$ cat config.mk
export PLATFORM = sky130hd
export DESIGN_NAME = ccu_snoop_resp_merge
export DESIGN_NICKNAME = d
export VERILOG_FILES = /design/src/rtl/ace_pkg.sv /design/src/rtl/ccu_cd_drain.sv /design/src/rtl/ccu_snoop_resp_merge.sv
export SDC_FILE = /design/constraint.sdc
export NUM_CORES = 1
export LEC_CHECK = 0
export CORE_AREA = 2 2 186 188
export CTS_CLUSTER_DIAMETER = 30
export DETAILED_ROUTE_END_ITERATION = 10
export DIE_AREA = 0 0 188 190
export DONT_BUFFER_PORTS = 1
export GPL_ROUTABILITY_DRIVEN = 1
export PLACE_DENSITY = 0.3
export REMOVE_ABC_BUFFERS = 1
export SYNTH_ARGS = -nofsm -noshare
export SYNTH_HDL_FRONTEND = slang
export SYNTH_SLANG_ARGS = --single-unit
$ cat constraint.sdc
create_clock -name clk_i -period 2.35 [get_ports clk_i]
set_clock_uncertainty 0.1 [all_clocks]
set_input_delay 0.235 -clock clk_i [delete_from_list [all_inputs] [get_ports clk_i]]
set_output_delay 0.235 -clock clk_i [all_outputs]
set_load 0.005 [all_outputs]
$ cat src/rtl/ace_pkg.sv
`default_nettype none
// ============================================================================
// Module      : ace_pkg
// Description : Shared ACE snoop-response definitions for the CCU snoop
//               response merge block: CR bit positions, merge FSM state
//               encoding and the CR response merge helper.
// Revision    : 1.0 - initial release
// ============================================================================
package ace_pkg;

  localparam int unsigned CrWidth        = 5;
  localparam int unsigned CrDataTransfer = 0;
  localparam int unsigned CrError        = 1;
  localparam int unsigned CrPassDirty    = 2;
  localparam int unsigned CrIsShared     = 3;
  localparam int unsigned CrWasUnique    = 4;

  typedef enum logic [1:0] {
    MRG_IDLE  = 2'd0,
    MRG_BCAST = 2'd1,
    MRG_RESP  = 2'd2,
    MRG_DATA  = 2'd3
  } merge_state_e;

  // WasUnique, IsShared, Error and DataTransfer combine by OR. PassDirty is
  // not an OR: it belongs to the single master whose data is forwarded, so
  // it is cleared here and re-inserted from the selected responder.
  function automatic logic [CrWidth-1:0] merge_crresp(input logic [CrWidth-1:0] a,
                                                      input logic [CrWidth-1:0] b);
    logic [CrWidth-1:0] r;
    r              = a | b;
    r[CrPassDirty] = 1'b0;
    return r;
  endfunction

endpackage
`default_nettype wire

$ cat src/rtl/ccu_cd_drain.sv
`default_nettype none
// ============================================================================
// Module      : ccu_cd_drain
// Description : Per-port CD burst tracker. Remembers that a master answered
//               with DataTransfer and stays pending until that master's last
//               CD beat is handshaken.
// Ports       : clk_i, rst_ni  - clock, asynchronous active-low reset
//               clr_i          - new snoop accepted, forget previous state
//               set_i          - CR with DataTransfer accepted from this port
//               hs_last_i      - last CD beat handshaken on this port
//               pend_o         - a CD burst is still owed by this port
// Revision    : 1.0 - initial release
// ============================================================================
module ccu_cd_drain (
  input  logic clk_i,
  input  logic rst_ni,
  input  logic clr_i,
  input  logic set_i,
  input  logic hs_last_i,
  output logic pend_o
);

  logic r_pend;

  always_ff @(posedge clk_i or negedge rst_ni) begin
    if (!rst_ni) begin
      r_pend <= 1'b0;
    end else if (clr_i) begin
      r_pend <= 1'b0;
    end else if (set_i) begin
      r_pend <= 1'b1;
    end else if (hs_last_i) begin
      r_pend <= 1'b0;
    end
  end

  assign pend_o = r_pend;

endmodule
`default_nettype wire

$ cat src/rtl/ccu_snoop_resp_merge.sv
`default_nettype none
// ============================================================================
// Module      : ccu_snoop_resp_merge
// Description : Broadcasts one AC snoop to the masters in a domain mask,
//               merges their CR responses into one upstream CR, forwards the
//               CD burst of one selected master and drains all other bursts.
//               One snoop outstanding at a time.
// Ports       : clk_i/rst_ni            clock, async active-low reset
//               ac_*, domain_mask_i     upstream snoop request
//               cr_*                    merged upstream response
//               cd_*                    upstream data burst
//               mst_ac_*/mst_cr_*/mst_cd_*  per-master snoop channels
// Options     : CCU_SNOOP_RESP_MERGE_BYPASS_EN - answer a zero-mask snoop
//               combinationally in IDLE instead of via the RESP state.
// Revision    : 1.0 - initial release
// ============================================================================
module ccu_snoop_resp_merge
  import ace_pkg::*;
#(
  parameter int unsigned NoMstPorts = 4,
  parameter int unsigned AcWidth    = 48,
  parameter int unsigned DataWidth  = 64,
  parameter int unsigned CdBeats    = 4
) (
  input  logic                          clk_i,
  input  logic                          rst_ni,
  input  logic                          ac_valid_i,
  output logic                          ac_ready_o,
  input  logic [AcWidth-1:0]            ac_i,
  input  logic [NoMstPorts-1:0]         domain_mask_i,
  output logic                          cr_valid_o,
  input  logic                          cr_ready_i,
  output logic [CrWidth-1:0]            cr_resp_o,
  output logic                          cd_valid_o,
  input  logic                          cd_ready_i,
  output logic [DataWidth-1:0]          cd_data_o,
  output logic                          cd_last_o,
  output logic [NoMstPorts-1:0]         mst_ac_valid_o,
  input  logic [NoMstPorts-1:0]         mst_ac_ready_i,
  output logic [AcWidth-1:0]            mst_ac_o,
  input  logic [NoMstPorts-1:0]         mst_cr_valid_i,
  output logic [NoMstPorts-1:0]         mst_cr_ready_o,
  input  logic [CrWidth*NoMstPorts-1:0] mst_cr_resp_i,
  input  logic [NoMstPorts-1:0]         mst_cd_valid_i,
  output logic [NoMstPorts-1:0]         mst_cd_ready_o,
  input  logic [DataWidth*NoMstPorts-1:0] mst_cd_data_i,
  input  logic [NoMstPorts-1:0]         mst_cd_last_i
);

  localparam int unsigned SelW = (NoMstPorts > 1) ? $clog2(NoMstPorts) : 1;
  localparam int unsigned CntW = $clog2(CdBeats) + 1;

  merge_state_e            r_state, w_state_nxt;
  logic [AcWidth-1:0]      r_ac;
  logic [NoMstPorts-1:0]   r_mask, r_ac_pend, r_cr_pend, r_pd;
  logic [NoMstPorts-1:0]   w_dt, w_pd_bit, w_dt_bit;
  logic [NoMstPorts-1:0]   w_ac_hs, w_cr_hs, w_cd_hs, w_cd_last_hs;
  logic [CrWidth-1:0]      r_merged, w_merged_nxt, w_resp;
  logic [SelW-1:0]         r_sel, w_sel;
  logic [CntW-1:0]         r_beat_cnt;
  logic                    w_ac_acc, w_bcast, w_data;

  assign w_bcast = (r_state == MRG_BCAST);
  assign w_data  = (r_state == MRG_DATA);

  assign mst_ac_o       = r_ac;
  assign mst_ac_valid_o = w_bcast ? r_ac_pend : '0;
  // A master's CR is only taken once its own AC has been handshaken.
  assign mst_cr_ready_o = w_bcast ? (r_cr_pend & ~r_ac_pend & r_mask) : '0;

  assign w_ac_hs      = mst_ac_valid_o & mst_ac_ready_i;
  assign w_cr_hs      = mst_cr_ready_o & mst_cr_valid_i;
  assign w_cd_hs      = mst_cd_ready_o & mst_cd_valid_i;
  assign w_cd_last_hs = w_cd_hs & mst_cd_last_i;

  always_comb begin
    w_merged_nxt = r_merged;
    w_pd_bit     = '0;
    w_dt_bit     = '0;
    for (int i = 0; i < int'(NoMstPorts); i++) begin
      w_pd_bit[i] = mst_cr_resp_i[i*CrWidth+CrPassDirty];
      w_dt_bit[i] = mst_cr_resp_i[i*CrWidth+CrDataTransfer];
      if (w_cr_hs[i]) begin
        w_merged_nxt = merge_crresp(w_merged_nxt, mst_cr_resp_i[i*CrWidth +: CrWidth]);
      end
    end
  end

  // Data source: lowest PassDirty responder, else lowest DataTransfer one.
  // Scanning high to low lets the lowest index win; the PassDirty scan runs
  // second so it overrides any DataTransfer-only choice.
  always_comb begin
    w_sel = '0;
    for (int i = int'(NoMstPorts) - 1; i >= 0; i--) begin
      if (w_dt[i]) w_sel = SelW'(i);
    end
    for (int i = int'(NoMstPorts) - 1; i >= 0; i--) begin
      if (r_pd[i]) w_sel = SelW'(i);
    end
    w_resp              = r_merged;
    w_resp[CrPassDirty] = r_pd[w_sel];
  end

  generate
    for (genvar g = 0; g < int'(NoMstPorts); g++) begin : g_drain
      ccu_cd_drain u_drain (
        .clk_i     (clk_i),
        .rst_ni    (rst_ni),
        .clr_i     (w_ac_acc),
        .set_i     (w_cr_hs[g] & w_dt_bit[g]),
        .hs_last_i (w_cd_last_hs[g]),
        .pend_o    (w_dt[g])
      );
    end
  endgenerate

  always_comb begin
    w_state_nxt = r_state;
    ac_ready_o  = 1'b0;
    cr_valid_o  = 1'b0;
    cr_resp_o   = '0;
    w_ac_acc    = 1'b0;
    case (r_state)
      MRG_IDLE: begin
        ac_ready_o = 1'b1;
`ifdef CCU_SNOOP_RESP_MERGE_BYPASS_EN
        if (ac_valid_i && (domain_mask_i == '0)) begin
          // Nobody to snoop: answer with an empty response in the same cycle.
          ac_ready_o = cr_ready_i;
          cr_valid_o = 1'b1;
        end else if (ac_valid_i) begin
          w_ac_acc    = 1'b1;
          w_state_nxt = MRG_BCAST;
        end
`else
        if (ac_valid_i) begin
          w_ac_acc    = 1'b1;
          w_state_nxt = (domain_mask_i != '0) ? MRG_BCAST : MRG_RESP;
        end
`endif
      end
      MRG_BCAST: begin
        if (((r_ac_pend & ~w_ac_hs) == '0) && ((r_cr_pend & ~w_cr_hs) == '0)) begin
          w_state_nxt = MRG_RESP;
        end
      end
      MRG_RESP: begin
        cr_valid_o = 1'b1;
        cr_resp_o  = w_resp;
        if (cr_ready_i) begin
          w_state_nxt = (w_dt != '0) ? MRG_DATA : MRG_IDLE;
        end
      end
      MRG_DATA: begin
        // Selected burst and all drains may finish in either order.
        if ((w_dt & ~w_cd_last_hs) == '0) begin
          w_state_nxt = MRG_IDLE;
        end
      end
      default: w_state_nxt = MRG_IDLE;
    endcase
  end

  always_comb begin
    mst_cd_ready_o = '0;
    cd_valid_o     = 1'b0;
    cd_data_o      = mst_cd_data_i[r_sel*DataWidth +: DataWidth];
    cd_last_o      = mst_cd_last_i[r_sel];
    if (w_data) begin
      cd_valid_o = mst_cd_valid_i[r_sel] & w_dt[r_sel];
      for (int i = 0; i < int'(NoMstPorts); i++) begin
        mst_cd_ready_o[i] = w_dt[i] & ((SelW'(i) == r_sel) ? cd_ready_i : 1'b1);
      end
    end
  end

  always_ff @(posedge clk_i or negedge rst_ni) begin
    if (!rst_ni) begin
      r_state    <= MRG_IDLE;
      r_ac       <= '0;
      r_mask     <= '0;
      r_ac_pend  <= '0;
      r_cr_pend  <= '0;
      r_pd       <= '0;
      r_merged   <= '0;
      r_sel      <= '0;
      r_beat_cnt <= '0;
    end else begin
      r_state <= w_state_nxt;
      if (w_ac_acc) begin
        r_ac      <= ac_i;
        r_mask    <= domain_mask_i;
        r_ac_pend <= domain_mask_i;
        r_cr_pend <= domain_mask_i;
        r_pd      <= '0;
        r_merged  <= '0;
      end else begin
        r_ac_pend <= r_ac_pend & ~w_ac_hs;
        r_cr_pend <= r_cr_pend & ~w_cr_hs;
        r_pd      <= r_pd | (w_cr_hs & w_pd_bit);
        r_merged  <= w_merged_nxt;
      end
      if ((r_state == MRG_RESP) && cr_ready_i) begin
        r_sel      <= w_sel;
        r_beat_cnt <= '0;
      end else if (w_data && w_cd_hs[r_sel]) begin
        r_beat_cnt <= r_beat_cnt + 1'b1;
      end
    end
  end

endmodule
`default_nettype wire

Yosys cells after proc, flatten, opt, wreduce, memory -nomap -nowiden --
Index checks and enable logic that the tools add are counted.
Word-level totals: latch bits 0, logic and storage cells 123, flip-flop bits (word level) 77, memories kept 0, RAM bits 0, bits in read-only memories 0, output and inout bits 133, bits of input ports 349
Operators by class: $mul 0, bitwise gates (word level) 28, div/mod/pow operators 0, mux-type cells 56, magnitude comparators 2, shifts and indexed selects 1, equal/unequal tests 10, reduce and logical (&&, ||, !) cells 14, $add $sub $neg 0
Operators by type and width (number):
- $shiftx 256x9->64 | 1
- $and 4x4->4 | 10
- $mux 5 | 6
- $mux 2 | 14
- $mux 1 | 25
- $mux 4 | 6
- $or 5x5->5 | 4
- $not 4->4 | 4
- $logic_not 4->1 | 3
- $reduce_bool 3->1 | 4
- $and 1x1->1 | 9
- $bmux 1 s2 | 4
- $pmux 2 s4 | 1
- $reduce_bool 4->1 | 2
- $lt 2x3->1 const B | 2
- $eq 2x2->1 const A | 2
- $eq 2x2->1 const B | 2
- $logic_not 2->1 | 2
- $ne 2x1->1 const B | 2
- $ne 2x2->1 const B | 2
- $or 4x4->4 | 1
- $reduce_and 4->1 | 1
- $eq 1x2->1 const A | 1
- $eq 2x1->1 const B | 1
- $logic_and 1x1->1 | 2

Depth between registers and ports, before layout --
word-level depth 13, depth in mapped cells 7

Hierarchy --
Synthesis repeated with hierarchy kept, for this count alone.
Second synthesis, totals: cell total of the unflattened synthesis 482, area total of the unflattened synthesis 4991.0 um^2
By module, submodules not included:
- ccu_snoop_resp_merge | seq. area each 1801.7 um^2, times used 1, cells each 466, area an instance 4815.9 um^2
- ccu_cd_drain | seq. area each 25.0 um^2, times used 4, cells each 4, area an instance 43.8 um^2

Least setup slack after synthesis --
OpenSTA, ideal clock, no wires.
kind register to output, from reg r_sel[0], to out cd_data_o[11], data required time 2015 ps, slack 680 ps, path buffers 3, arrival 1335 ps, cell stages (with the launch flop) 5, cells stage by stage dfrtp_1 > buf_6 > buf_4 > buf_6 > mux4_2
On the way: cells in the longest elaborated chain, start to end 1
Ends and longest elaborated chain:
- from (decl) | RTL line ccu_snoop_resp_merge.sv:59 | logic [SelW-1:0] r_sel, w_sel;
- from (signal assigned) | RTL line ccu_snoop_resp_merge.sv:204 | r_sel <= w_sel;
- $shiftx 256x9->64 | RTL line ccu_snoop_resp_merge.sv:167 | cd_data_o = mst_cd_data_i[r_sel*DataWidth +: DataWidth];
- to (decl) | RTL line ccu_snoop_resp_merge.sv:36 | output logic [DataWidth-1:0] cd_data_o,
Every way passes these cells.

Worst setup path in the final report --
from reg r_sel[0], to out cd_data_o[35]
The elaborated chain is that of the path after synthesis.

==> out/qor.csv <==
metric;value;unit
status;finished, final reports clean;
drt-total-wl;33.6;mm
finalMaxSlewViolations;0;
ys_warn_count;0;
rows;68;
p_leak;2.58;nW
crit_family;multiplexers;
crit_type;reg2out;
dr.pass1.iters;4;
seq_power_share;35.1;%
switching_share;40.2;%
cts_tree;yes;
fin_nets;883;
die_w;188;um
drv_cap;0;
synth-edff-count;0;
grt_max_degree;77;
intPower;4.30;mW
vias_per_cell;4.58;
syn_area_per_cell;10.6;um^2
worstPathArrival;1.88;ns
grt-ovfl-total;0;
post-route-util;19.4;%
ys_top_cells_by_area;dfrtp_1 (38%), mux4_2 (29%), nand2_1 (14%), buf_2 (1.5%), buf_6 (1.4%);
htreeDepth;3;
synth_top_family_by_area;multiplexers;
track_usage;18.3;%
hold_viol;0;
drive_gt1_share;20.1;%
syn-instance-count;469;
grtUsageMet3;8.19;%
syn_to_final_growth;32.6;%
power_frac_clock;20.9;%
start_util;14.6;%
fmax;452;MHz
synth_common_cells;nand2_1 (188), dfrtp_1 (76), mux4_2 (65), buf_2 (15);
layout_worst_path_cycle_share;94.1;%
syn-cell-area;4960;um^2
grt_antenna_before_repair;32;
synth_compound_area_share;6.60;%
worstSetupPathDepth;2;
drt_iter0_drc;201;
core_area;33900;um^2
ios;482;
clk_latency;0.35;ns
yosys.area_share.simple;20.9;%
tns;0;ns
rsz0062_at_grt;false;
slowest_delay;0.61;ns
yosysMostFrequentCell;nand2_1;
drc;0;
cts_buffer_depth;2;
grt_pass1_vias;4650;
portBuffers;0;
peakVddDrop;0.000484;V
synth_fa_ha_area_share;0;%
r2r_cells;6;
wl_per_cell;33.5;um
ant_nets;0;
end_kind;output port;
power.switching;2.89;mW
worst_pin_slew;0.550;ns
synthMuxAreaShare;29.5;%
ys_seq_elements;76;
critical_path.n_buffers_inverters;1;
crit_chain;buf_4, mux4_2;
fill_cells;3709;
cts_root_buf;clkbuf_16;
met1_usage;18.9;%
place_congestion;1.12;
cts_inserted_buffers;9;
startpoint_type;flip-flop;
worstPathRequired;2.02;ns
yosys.area.top_type_share;38.3;%
yosysSeqAreaShare;38.3;%
grtUsageMet2;33.7;%
grt_pass1_wl;43.7;mm
pwr_density_cell;1090;nW/um^2
ys_async_sr_fraction;100;%
synth_cell_types;40;
cp_slowest_cell;mux4_2;
die_h;190;um
hold_depth;2;
num_vias;4589;
synth_top_cell_by_area;dfrtp_1;
top_usage_layer;met2;
critPathMaxFanout;14;
min_period;2.21;ns
synth-xor-area-share;0;%
hpwlAfterDp;29.4;mm
cts_sinks;76;
setup_viol;0;
hp-class;in2reg;
ys.flop_type;dfrtp_1;
max_slew_margin;62.8;%
dieArea;35700;um^2
comb_power_share;44.0;%
clk_pin_slew;0.06;ns
worst register-to-register path, stage by stage, from the launching register on:
cell and delay (ns):
dfrtp_4 0.60, buf_8 0.22, nor3b_1 0.34, o21ai_1 0.16, a41oi_1 0.27, or2_0 0.16
o21ba_1 0.11
kinds of logic (layout without fill, tap and decap cells):
group / count (synthesis) / after routing
and+or+nand+nor: 238 / 238
DFF: 76 / 76
muxes: 65 / 65
AOI/OAI and AO/OA: 50 / 50
buffers and inverters: 40 / 109
other: 0 / 10
metrics by stage:
| step | instances | hold slack, ns | power (mW) | instance area [um^2] | setup WS, ns |
|---|---|---|---|---|---|
| floorplan | 436 | -0.161 | 4.80 | 4760 | -1.58 |
| global placement | 903 | -0.158 | 5.51 | 5470 | 0.391 |
| detailed placement | 903 | -0.159 | 5.60 | 5470 | 0.356 |
| CTS | 993 | 0.00126 | 7.32 | 6560 | 0.00973 |
| global route | 998 | 0.0168 | 7.74 | 6570 | 0.0222 |
| finish | 1003 | 0.0179 | 7.19 | 6580 | 0.139 |
placed cells by master (no fill, tap or decap), drive strengths merged, types with 7 or more instances in the layout:
cell type / count
o21ai: 12
buf: 14
diode: 10
a21oi: 13
and2: 9
dlygate4sd3: 73
clkbuf: 11
mux4: 65
dfrtp: 76
nor2: 13
inv: 7
nand2: 188
flip-flops by register name, summed over array words and instances, names as in the netlist:
| register | cells |
|---|---|
| r_pd | 4 |
| r_mask | 4 |
| r_merged | 4 |
| r_ac_pend | 4 |
| mst_ac_o | 48 |
| g_drain.u_drain.pend_o | 4 |
| r_cr_pend | 4 |
| r_state | 2 |
| r_sel | 2 |
final timing paths:
kind	startpoint	to	slack [ns]
setup / recovery	r_sel[0]	cd_data_o[35]	0.14
max in group asynchronous	rst_ni	r_sel[0]	1.45
hold reg to reg	r_mask[2]	r_mask[2]	0.38
hold / removal	mst_cr_resp_i[8]	r_merged[3]	0.02
min in group asynchronous	rst_ni	mst_ac_o[30]	0.36
setup reg to reg	r_sel[0]	r_state[0]	0.33
per-layer routing:
metal,part of all wire (%),up-vias
met5,0.29,-
met4,2.7,14
met3,11,68
met2,52,385
met1,34,2293
li1,-,1829
what timing repair did:
item	CTS	global route
buffers inserted	1	0
resized for setup	0	1
hold buffers	74	0
setup endpoints to repair	11	1
hold endpoints to repair	150	0
power groups by stage:
stage / registers [mW] / clock network [mW] / logic [mW]
2_1_floorplan: 2.59 / 0 / 2.21
3_3_place_gp: 2.59 / 0 / 2.92
3_5_place_dp: 2.57 / 0 / 3.04
4_1_cts: 2.54 / 1.56 / 3.22
5_1_grt: 2.62 / 1.62 / 3.49
6_report: 2.53 / 1.50 / 3.16
final cells by class:
cell class | instances | area [um^2] | area share, %
Clock buffer | 11 | 243 | 3.69
Inverter | 7 | 26.3 | 0.399
Tap cell | 455 | 569 | 8.65
Antenna cell | 10 | 25.0 | 0.380
Multi-Input combinational cell | 353 | 2830 | 43.0
Clock inverter | 4 | 73.8 | 1.12
Timing Repair Buffer | 87 | 901 | 13.7
Sequential cell | 76 | 1910 | 29.0
(Power assumes the default switching activity.)
